**src/rtl/ucore_pkg.sv**
```systemverilog
// Shared definitions for the ucore stream FIFOs (output side now, input side later).
package ucore_pkg;

  // Default port geometry emitted by the core generator.
  localparam int unsigned UCORE_WIDTH = 32;
  localparam int unsigned UCORE_DEPTH = 4;

  // Occupancy classes decoded from a FIFO fill level.
  typedef enum logic [1:0] {
    OCC_EMPTY   = 2'd0,
    OCC_PARTIAL = 2'd1,
    OCC_FULL    = 2'd2
  } occ_e;

  // Ceiling log2, usable in parameter and port-width expressions.
  function automatic int unsigned clog2(input int unsigned v);
    int unsigned r;
    r = 0;
    for (int unsigned p = 1; p < v; p = p << 1) begin
      r = r + 1;
    end
    return r;
  endfunction

endpackage

```
**src/rtl/ucore_fifo_mem.sv**
```systemverilog
// DEPTH x WIDTH register array: one synchronous write port, one asynchronous read port.
module ucore_fifo_mem import ucore_pkg::*; #(
  parameter int unsigned WIDTH = UCORE_WIDTH,
  parameter int unsigned DEPTH = UCORE_DEPTH,
  parameter int unsigned AW    = clog2(DEPTH)
) (
  input  logic             clk,
  input  logic             we,
  input  logic [AW-1:0]    waddr,
  input  logic [WIDTH-1:0] wdata,
  input  logic [AW-1:0]    raddr,
  output logic [WIDTH-1:0] rdata
);

  logic [WIDTH-1:0] mem [DEPTH];

  // Storage write; contents are deliberately not reset.
  always_ff @(posedge clk) begin
    if (we) begin
      mem[waddr] <= wdata;
    end
  end

  assign rdata = mem[raddr];

endmodule

```
**src/rtl/ucore_out_fifo.sv**
```systemverilog
// Output-port FIFO for a ucore: queues strobed core writes and presents them
// as a first-word fall-through valid/ready stream, counting dropped writes.
module ucore_out_fifo import ucore_pkg::*; #(
  parameter int unsigned WIDTH = UCORE_WIDTH,
  parameter int unsigned DEPTH = UCORE_DEPTH,
  parameter int unsigned CNT_W = 8
) (
  input  logic                   clk,
  input  logic                   aresetn,
  input  logic                   core_wr_en,
  input  logic [WIDTH-1:0]       core_wr_data,
  output logic                   core_full,
  input  logic                   flush,
  output logic                   m_valid,
  output logic [WIDTH-1:0]       m_data,
  input  logic                   m_ready,
  output logic [clog2(DEPTH):0]  level,
  output logic [CNT_W-1:0]       overflow_cnt
);

  localparam int unsigned AW = clog2(DEPTH);
  localparam int unsigned LW = AW + 1;
  localparam logic [LW-1:0] FULL_LEVEL = LW'(DEPTH);

  logic [AW-1:0] rd_ptr;
  logic [AW-1:0] wr_ptr;
  logic          push;
  logic          pop;
  logic          ovf_evt;
  occ_e          occ;

  // Occupancy class from the registered level only, so flags have no input paths.
  always_comb begin
    occ = OCC_PARTIAL;
    if (level == '0) begin
      occ = OCC_EMPTY;
    end else if (level == FULL_LEVEL) begin
      occ = OCC_FULL;
    end
  end

  assign core_full = (occ == OCC_FULL);
  assign m_valid   = (occ != OCC_EMPTY);

  assign push    = core_wr_en & ~core_full;
  assign pop     = m_valid & m_ready;
  assign ovf_evt = core_wr_en & core_full;

  ucore_fifo_mem #(
    .WIDTH (WIDTH),
    .DEPTH (DEPTH),
    .AW    (AW)
  ) u_mem (
    .clk   (clk),
    .we    (push & ~flush),
    .waddr (wr_ptr),
    .wdata (core_wr_data),
    .raddr (rd_ptr),
    .rdata (m_data)
  );

  // Pointers and level; flush overrides any same-cycle push or pop.
  always_ff @(posedge clk or negedge aresetn) begin
    if (!aresetn) begin
      rd_ptr <= '0;
      wr_ptr <= '0;
      level  <= '0;
    end else if (flush) begin
      rd_ptr <= '0;
      wr_ptr <= '0;
      level  <= '0;
    end else begin
      if (push) begin
        wr_ptr <= wr_ptr + AW'(1);
      end
      if (pop) begin
        rd_ptr <= rd_ptr + AW'(1);
      end
      unique case ({push, pop})
        2'b10:   level <= level + LW'(1);
        2'b01:   level <= level - LW'(1);
        default: level <= level;
      endcase
    end
  end

  // Saturating count of writes dropped because the FIFO was full; only reset clears it.
  always_ff @(posedge clk or negedge aresetn) begin
    if (!aresetn) begin
      overflow_cnt <= '0;
    end else if (ovf_evt && (overflow_cnt != '1)) begin
      overflow_cnt <= overflow_cnt + CNT_W'(1);
    end
  end

endmodule
```
**config.mk**
```make
export PLATFORM = sky130hd
export DESIGN_NAME = ucore_out_fifo
export DESIGN_NICKNAME = d
export VERILOG_FILES = /design/src/rtl/ucore_pkg.sv /design/src/rtl/ucore_fifo_mem.sv /design/src/rtl/ucore_out_fifo.sv
export SDC_FILE = /design/constraint.sdc
export NUM_CORES = 1
export LEC_CHECK = 0
export BUFFER_PORTS_ARGS = -buffer_cell sky130_fd_sc_hd__buf_2
export CAP_MARGIN = 20
export CORE_ASPECT_RATIO = 1.5
export CORE_UTILIZATION = 60
export CTS_BUF_LIST = sky130_fd_sc_hd__clkbuf_8 sky130_fd_sc_hd__clkbuf_16
export DETAILED_ROUTE_END_ITERATION = 16
export PLACE_DENSITY_LB_ADDON = 0.3
export SLEW_MARGIN = 25
export SYNTH_ARGS = -nofsm -noshare
export SYNTH_HDL_FRONTEND = slang
export SYNTH_SLANG_ARGS = --single-unit
```
**constraint.sdc**
```tcl
create_clock -name clk -period 4.17 [get_ports clk]
set_input_delay 0.2085 -clock clk [delete_from_list [all_inputs] [get_ports clk]]
set_output_delay 0.2085 -clock clk [all_outputs]
set_load 0.005 [all_outputs]
```
After elaboration in Yosys (flattened, before gate mapping):

Memories as Yosys holds them, arrays and structs flattened.
Cells that the tools add are included.

* register bits: 15
* memory bits (writable): 128
* word-level logic and storage cells: 37
* memories: 1

* add/subtract/negate cells: 5
* eq/ne operators: 5
* multiplexer cells: 10
* bitwise logic cells: 6
* reduce and logical (&&, ||, !) cells: 6

Memory list
* u_mem.mem: depth 4, width 32, read ports 1, clocked after Yosys merged registers in 0, wr ports 1, line ucore_fifo_mem.sv:15 `logic [WIDTH-1:0] mem [DEPTH];`

Operators with widths (number)
* 2-to-1 mux 2 bit: 6
* adder 8 x 1 -> 8 bit, second input constant: 1
* inequality test 8 bit, second input constant: 1
* one-hot mux 3 bit (2 select lines): 1
* nonzero test 2 bit: 3
* adder 2 x 1 -> 2 bit, second input constant: 2
* AND 1 bit: 4
* equality test 2 bit, second input constant: 2
* adder 3 x 1 -> 3 bit, second input constant: 1
* equality test 3 bit, second input constant: 1
* zero test 3 bit: 1
* 2-to-1 mux 3 bit: 1
* nonzero test 3 bit: 1
* subtractor 3 x 1 -> 3 bit, second input constant: 1
* equality test 2 x 1 -> 1 bit, second input constant: 1
* 2-to-1 mux 1 bit: 2
* inverter 1 bit: 2
* logical AND 1 bit: 1

Depth between registers and ports, before layout:

Gate-level depths: netlist of run 1.

* word-level depth: 9
* mapped depth: 7
* gate-level depth less buffers: 6

Cells and area by module:

A second synthesis of run 1 with hierarchy kept.

* cells, all modules: 262
* area, all modules: 5594.1 um2

Modules (own cells, without submodules)
* ucore_fifo_mem: instances 1, cells each 171, area each 4689.5 um2, sequential area each 3843.7 um2
* ucore_out_fifo: instances 1, cells each 91, area each 904.6 um2, sequential area each 375.4 um2

Least setup slack after synthesis of run 1:

OpenSTA, ideal clock, no wires.

* path kind: reg-to-reg
* start point: register level[0]
* end point: memory u_mem.mem[0][0] in the netlist's numbering (enable)
* arrival: 1.739 ns
* required time: 3.778 ns
* setup slack: 2.039 ns
* stages on the path, launching flop included: 6
* buffers on the path: 1
* path through: dfrtp_1 or3b_1 buf_6 nand2_4 nor2_1 and2_1

* cells in the longest elaborated chain, start to end: 9
* elaborated cells between the ends (all ways): 10
* classes of those cells: eq/ne (2); mux (4); bitwise (3); reduce/logical (1)

Ends and longest elaborated chain
* start: declaration: line ucore_out_fifo.sv:17 `output logic [clog2(DEPTH):0] level,`
* start signal: assignment: line ucore_out_fifo.sv:80 `2'b10: level <= level + LW'(1);`
* start signal: assignment: line ucore_out_fifo.sv:81 `2'b01: level <= level - LW'(1);`
* start signal: assignment: line ucore_out_fifo.sv:82 `default: level <= level;`
* equality test 3 bit: line ucore_out_fifo.sv:37 `end else if (level == FULL_LEVEL) begin`
* 2-to-1 mux 2 bit: line ucore_out_fifo.sv:37
* 2-to-1 mux 2 bit *: line ucore_out_fifo.sv:35 `if (level == '0) begin`
* equality test 2 bit *: line ucore_out_fifo.sv:42 `assign core_full = (occ == OCC_FULL);`
* inverter 1 bit *: line ucore_out_fifo.sv:45 `assign push = core_wr_en & ~core_full;`
* AND 1 bit *: line ucore_out_fifo.sv:45
* AND 1 bit *: line ucore_out_fifo.sv:55 `.we (push & ~flush),`
* 2-to-1 mux 1 bit *: line ucore_fifo_mem.sv:19 `if (we) begin`
* 2-to-1 mux 1 bit (implied by the code) *: line ucore_fifo_mem.sv:20 `mem[waddr] <= wdata;`
* end: declaration: line ucore_fifo_mem.sv:15

Mark *: on every way between the ends. The rest lies on a longest branch, timed or not.

Worst setup path after layout of run 1:

* start point: register rd_ptr[0]
* end point: output port m_data[7]

* cells in the longest elaborated chain, start to end: 1

Ends and longest elaborated chain
* start: declaration: line ucore_out_fifo.sv:25 `logic [AW-1:0] rd_ptr;`
* start signal: assignment: line ucore_out_fifo.sv:77 `rd_ptr <= rd_ptr + AW'(1);`
* memory (4 x 32 bit)
* end: declaration: line ucore_out_fifo.sv:15 `output logic [WIDTH-1:0] m_data,`

Every way passes these cells.

==> impl_metrics.py, run 1 <==
metrics = {
    "worst_setup_path": {
        "regToRegSetupSlack_ns": 1.96,
        "crit_path_start": "rd_ptr[0]$_DFFE_PN0P_",
        "crit_slowest_cell": "dfrtp_2",
        "crit_path_max_incr_delay_ns": 0.83,
        "r2r_start": "level[0]$_DFFE_PN0P_",
        "critPathCapture": "m_data[7]",
        "crit_type": "register to primary output",
        "path_buf_inv": 2,
        "startpoint_type": "register",
        "worst-path-stages": 3,
        "crit_path_cell_trace": "buf_4, mux4_2, buf_2",
        "setup.worst_path.end_class": "primary output",
        "crit_family": "flip-flops",
        "crit_fanout": 22,
        "worstPathArrival_ns": 2.34,
        "cp.required_ns": 3.96,
        "reg2regPathDepth": 4,
        "r2r_end": "u_mem.mem[0][13]$_DFFE_PP_",
    },
    "finish": {
        "diodes": 0,
        "nets": 396,
        "layout_common_cells": "128 x edfxtp_1, 81 x buf_2, 32 x mux4_2",
        "layout_commonest_cell": "edfxtp_1",
        "drive_gt1_frac": 0.426,
        "syn_to_final_growth_pct": 21.4,
    },
    "power_and_ir_drop": {
        "combinationalPowerShare": 0.174,
        "pwr-share-seq": 0.457,
        "p_int_w": 0.00297,
        "clkPwrFrac": 0.369,
        "p_per_area_nw_per_um2": 590,
        "switching_power_w": 0.000952,
        "ir_worst_vdd_mv": 0.569,
        "switching_share": 0.243,
        "leakage_nw": 2.40,
    },
    "job": {
        "timing.max_cap.violations": 0,
    },
    "cts": {
        "post_cts_buffers": 0,
        "cts.clk_slew.worst_paths_ns": 0.06,
        "clockBufferDepth": 2,
        "clk_latency_ns": 0.41,
        "cts_made_buffers": 17,
        "htreeDepth": 4,
        "cts_tree": "done",
        "clock-sinks": 143,
        "cts_resized": 0,
        "cts-root-buf": "clkbuf_16",
    },
    "floorplanning": {
        "initial_utilization": 0.620,
        "ios": 82,
        "fp.dieArea_sq_um": 9520,
        "core-area_sq_um": 8830,
        "die_w_um": 80.0,
        "rows": 42,
        "die_h_um": 119,
    },
    "timing": {
        "slew_viol_final": 0,
        "fmax_mhz": 393,
        "period_minus_slack_ns": 2.55,
        "relSlewSlack": 0.407,
        "skew_ns": 0.00753,
        "worst_pin_slew_ns": 0.890,
        "finalCritPeriodShare": 0.610,
        "setup_violations": 0,
        "finalSetupTns_ns": 0,
        "hold_viol": 0,
        "rsz0062_at_grt": "false",
        "hold-worst-slack_ns": 0.0156,
    },
    "synth": {
        "synthArstFlopShare": 0.105,
        "yosysSeqAreaShare": 0.771,
        "netlist_instances": 253,
        "syn_nets": 296,
        "ys_seq_elements": 143,
        "synth_area_per_cell_sq_um": 21.6,
        "synthFlopType": "edfxtp_1",
        "synth_cell_types": 34,
        "syn_area_sq_um": 5470,
        "synth_edf_count": 128,
        "synth_warnings": 0,
    },
    "route": {
        "routed_wl_mm": 10.0,
        "dr.pass1.iters": 4,
        "drtIter0Drc": 164,
        "wl_per_cell_um": 21.1,
        "routed_via_density": 5.88,
        "ant_nets": 0,
        "num_vias": 2800,
        "drcViolationCount": 0,
    },
    "place": {
        "port_buffers": 81,
        "hpwl_mm": 5.87,
        "place.gp.congestion": 0.755,
    },
    "grt": {
        "grt_pass1_wl_mm": 15.2,
        "grt_start_max_net_pins": 33,
        "grt_pass1_vias": 2907,
        "gr-usage-all-layers": 0.232,
        "overflow": 0,
        "antenna_found_initial": 0,
    },
    "min_path": {
        "hold_path_class": "input pin to register",
        "worstHoldStart": "core_wr_data[19]",
    },
    "run_status": {
        "status": "finished, final reports clean",
    },
}
[worst min-delay path by stage]
| stage | endpoint | slack, ns | depth (start not counted) |
|---|---|---|---|
| after floorplan | level[0]$_DFFE_PN0P_ | -0.09 | 0 |
| after global placement | overflow_cnt[1]$_DFFE_PN0P_ | 0.14 | 1 |
| after detailed placement | overflow_cnt[1]$_DFFE_PN0P_ | 0.13 | 1 |
| after CTS | u_mem.mem[2][2]$_DFFE_PP_ | 0.001 | 1 |
| after global routing | u_mem.mem[2][2]$_DFFE_PP_ | 0.004 | 1 |
| final | u_mem.mem[2][19]$_DFFE_PP_ | 0.02 | 1 |
[per-stage QoR]
step	std cells	utilization	area [sq um]	setup WS (ns)	total power, W
6_report	476	0.753	6650	1.62	0.00392
5_1_grt	476	0.753	6650	1.44	0.00406
4_1_cts	476	0.753	6650	1.54	0.00395
3_5_place_dp	436	0.678	5990	1.97	0.00251
3_3_place_gp	436	0.678	5990	2.01	0.00248
2_1_floorplan	253	-	5470	2.04	0.00224
[final cells by class]
cell class              count  area, sq um
multi-input cells          96         1190
repair buffers             91          500
inverters                   4         15.0
well taps                 110          138
clock buffers              19          453
clock inverters            13          124
fillers                   499         2180
flip-flops and latches    143         4220
[state kept, by name, summed over array words and instances (netlist names)]
register	count
level	3
overflow_cnt	8
rd_ptr	2
u_mem.mem	128
wr_ptr	2
[per-layer routing]
metal  vias to the layer above  share of wire  GRT usage
met5                         -              0          0
met4                         0          0.023      0.107
met3                        21          0.054     0.0705
met1                      1453           0.38      0.269
li1                       1223              -          -
met2                       103           0.54      0.392
[power groups by stage]
stage	clock [W]	sequential (W)	combinational (W)
2_1_floorplan	0	0.00175	0.000493
3_3_place_gp	0	0.00181	0.000667
3_5_place_dp	0	0.00182	0.000683
4_1_cts	0.00146	0.00179	0.000696
5_1_grt	0.00151	0.00181	0.000743
6_report	0.00145	0.00179	0.000682
[cells by family (layout without fill, tap and decap cells)]
group	Yosys count	in the layout	share of synthesized area
buffers and inverters	14	127	0.0119
AOI/OAI and AO/OA	10	10	0.0133
and+or+nand+nor	35	35	0.0350
muxes	36	36	0.140
DFF	143	143	0.771
xor gates and xnor gates	9	9	0.0144
adders and majority gates	6	6	0.0151
[synth_stat cells, drive strengths merged, types with 2 or more instances]
cell type | instances | share of area
nand4 | 2 | 0.0023
mux2 | 3 | 0.0062
o211ai | 2 | 0.0027
nand2 | 8 | 0.0069
mux4 | 32 | 0.13
xor2 | 3 | 0.0048
buf | 5 | 0.0057
inv | 4 | 0.0027
clkbuf | 5 | 0.0034
dfrtp | 15 | 0.069
nor2 | 7 | 0.0048
a21oi | 3 | 0.0034
edfxtp | 128 | 0.70
nor2b | 2 | 0.0023
xnor2 | 6 | 0.0096
o21ai | 2 | 0.0018
and2 | 4 | 0.0046
and3 | 2 | 0.0023
nand2b | 2 | 0.0023
nand3 | 4 | 0.0037
ha | 5 | 0.011
[what timing repair did]
| item | CTS | global route |
|---|---|---|
| endpoints found under the hold margin | 42 | 0 |
| hold buffers | 8 | 0 |
| endpoints found under the setup margin | 0 | 0 |
Power figures use the tool's default switching activity.
==> run 2, diff against run 1 <==
--- a/config.mk
+++ b/config.mk
@@ -8,7 +8,7 @@
 export BUFFER_PORTS_ARGS = -buffer_cell sky130_fd_sc_hd__buf_2
 export CAP_MARGIN = 20
 export CORE_ASPECT_RATIO = 1.5
-export CORE_UTILIZATION = 60
+export CORE_UTILIZATION = 51
 export CTS_BUF_LIST = sky130_fd_sc_hd__clkbuf_8 sky130_fd_sc_hd__clkbuf_16
 export DETAILED_ROUTE_END_ITERATION = 16
 export PLACE_DENSITY_LB_ADDON = 0.3
==> constraint.sdc (replaced) <==
create_clock -name clk -period 2.2 [get_ports clk]
set_input_delay 0.11 -clock clk [delete_from_list [all_inputs] [get_ports clk]]
set_output_delay 0.11 -clock clk [all_outputs]
set_load 0.005 [all_outputs]
==> run 2 against run 1 <==
Sequential power increased by 83%; largest power group unchanged; combinational power rose by 130%; cell area grew 6.6%; sequential share of layout area down 3.9 points; utilization decreased by 8.0 points; worst setup slack got worse by 1.4 ns; hold slack improved by 0.019 ns; global-route usage fell by 3.8 points; die area grew 17%; critical path depth is 1 higher; via count grew 1.6%.
==> impl_metrics.py, run 2 (synthesized netlist as in run 1, its figures left out) <==
metrics = {
    "power_and_ir_drop": {
        "p_per_area_nw_per_um2": 1110,
        "ir_worst_vdd_mv": 0.656,
        "switching_power_w": 0.00182,
        "combinationalPowerShare": 0.198,
        "pwr-share-seq": 0.416,
        "p_int_w": 0.00605,
        "clkPwrFrac": 0.386,
        "switching_share": 0.231,
        "leakage_nw": 2.58,
    },
    "worst_setup_path": {
        "worstPathArrival_ns": 1.97,
        "crit_type": "register to register",
        "crit_family": "simple AND/OR/NAND/NOR gates",
        "r2r_end": "u_mem.mem[3][11]$_DFFE_PP_",
        "reg2regPathDepth": 4,
        "crit_path_max_incr_delay_ns": 0.76,
        "crit_fanout": 32,
        "crit_slowest_cell": "and2_2",
        "path_buf_inv": 0,
        "cp.required_ns": 2.22,
        "r2r_start": "level[2]$_DFFE_PN0P_",
        "setup.worst_path.end_class": "register",
        "crit_path_cell_trace": "or3b_1, nand2_4, nor2_1, and2_2",
        "regToRegSetupSlack_ns": 0.25,
        "startpoint_type": "register",
    },
    "place": {
        "hpwl_mm": 5.72,
        "placed_cell_area_sq_um": 6100,
        "port_buffers": 81,
        "place.gp.congestion": 0.772,
        "preCtsSetupSlack_ns": 0.231,
    },
    "cts": {
        "cts.clk_slew.worst_paths_ns": 0.05,
        "cts-root-buf": "clkbuf_16",
        "cts_tree": "done",
        "clock-sinks": 143,
        "post_cts_buffers": 0,
        "clk_latency_ns": 0.41,
        "htreeDepth": 4,
        "clockBufferDepth": 2,
        "cts_made_buffers": 17,
    },
    "finish": {
        "final_core_util": 0.672,
        "nFillCells": 698,
        "syn_to_final_growth_pct": 29.4,
        "drive_gt1_frac": 0.407,
        "nets": 428,
        "diodes": 0,
        "layout_common_cells": "128 x edfxtp_1, 81 x buf_2, 34 x dlygate4sd3_1",
        "stdcell_area_sq_um": 7080,
        "top_regs": "u_mem.mem x128, overflow_cnt x8, level x3",
        "largest_register": "u_mem.mem",
        "largest_reg_flops": 128,
        "layout_commonest_cell": "edfxtp_1",
    },
    "route": {
        "dr.pass1.iters": 4,
        "num_vias": 2846,
        "drtIter0Drc": 150,
        "drcViolationCount": 0,
        "routed_wl_mm": 9.82,
        "routed_via_density": 5.25,
        "wl_per_cell_um": 18.1,
        "ant_nets": 0,
    },
    "timing": {
        "skew_ns": 0.00777,
        "setup_violations": 0,
        "layout_setup_ws_ns": 0.254,
        "rsz0062_at_grt": "false",
        "hold-worst-slack_ns": 0.0343,
        "hold_viol": 0,
        "relSlewSlack": 0.413,
        "slew_viol_final": 0,
        "worst_pin_slew_ns": 0.881,
        "period_minus_slack_ns": 1.95,
        "fmax_mhz": 514,
        "finalCritPeriodShare": 0.884,
        "finalSetupTns_ns": 0,
    },
    "grt": {
        "overflow": 0,
        "grt_pass1_wl_mm": 15.3,
        "antenna_found_initial": 0,
        "gr-usage-all-layers": 0.194,
        "grt_pass1_vias": 2920,
        "grt_start_max_net_pins": 35,
    },
    "job": {
        "timing.max_cap.violations": 0,
    },
    "run_status": {
        "status": "finished, final reports clean",
    },
    "min_path": {
        "worstHoldStart": "core_wr_en",
        "hold_path_class": "input pin to register",
        "hold_end": "wr_ptr[1]$_DFFE_PN0P_",
        "min_path_cells": 3,
    },
    "floorplanning": {
        "die_w_um": 86.6,
        "fp.dieArea_sq_um": 11200,
        "rows": 46,
        "initial_utilization": 0.520,
        "ios": 82,
        "core-area_sq_um": 10500,
        "die_h_um": 129,
    },
}
-- run 2: cell count changes in the layout (fill, tap and decap cells not counted), sizes merged --
cell	change
dlygate4sd3	+26
buf	+6
bufinv	+3
clkinvlp	-2
clkbuf	-1
clkinv	-1
inv	+1
-- run 2: repair_timing --
action                                 CTS  global route
gates resized for setup                  0             0
endpoints found under the hold margin  148             0
hold buffers                            34             0
-- run 2: worst max-delay path by stage --
stage,from,to,slack [ns],cells past startpoint
detailed placement,level[2]$_DFFE_PN0P_,u_mem.mem[2][11]$_DFFE_PP_,0.23,4
finish,level[2]$_DFFE_PN0P_,u_mem.mem[3][11]$_DFFE_PP_,0.25,4
global placement,level[2]$_DFFE_PN0P_,u_mem.mem[0][14]$_DFFE_PP_,0.24,4
CTS,level[2]$_DFFE_PN0P_,u_mem.mem[3][11]$_DFFE_PP_,0.22,4
floorplan,level[0]$_DFFE_PN0P_,u_mem.mem[0][0]$_DFFE_PP_,0.07,5
global route,level[2]$_DFFE_PN0P_,u_mem.mem[3][11]$_DFFE_PP_,0.09,4
-- run 2: worst register-to-register path: cells and delay by family, from the launching register on --
| family | cells | cell delay [ns] |
|---|---|---|
| and+or+nand+nor | 4 | 1.19 |
| DFF | 1 | 0.36 |
-- run 2: power groups by stage --
stage	combinational (W)	sequential, W	clock [W]
global route	0.00170	0.00329	0.00321
global placement	0.00152	0.00331	0
floorplan	0.000934	0.00331	0
CTS	0.00159	0.00327	0.00309
detailed placement	0.00153	0.00332	0
finish	0.00156	0.00327	0.00304
-- run 2: stage by stage --
step	std cells	power, W
floorplan	253	0.00424
global route	542	0.00819
finish	542	0.00786
detailed placement	476	0.00486
global placement	476	0.00483
CTS	542	0.00795
-- run 2: metal layers --
layer | share of wire | vias up | GRT usage
met5 | 0 | - | 0
met4 | 0.010 | 0 | 0.0716
met3 | 0.044 | 11 | 0.0616
met2 | 0.56 | 80 | 0.341
met1 | 0.39 | 1460 | 0.222
li1 | - | 1295 | -
-- run 2: final cells by class --
class	instances	area, sq um	area share
clock buffers	18	439	0.0620
flip-flops and latches	143	4220	0.596
well taps	144	180	0.0254
inverters	4	15.0	0.00212
clock inverters	14	201	0.0284
repair buffers	123	831	0.117
multi-input cells	96	1190	0.169
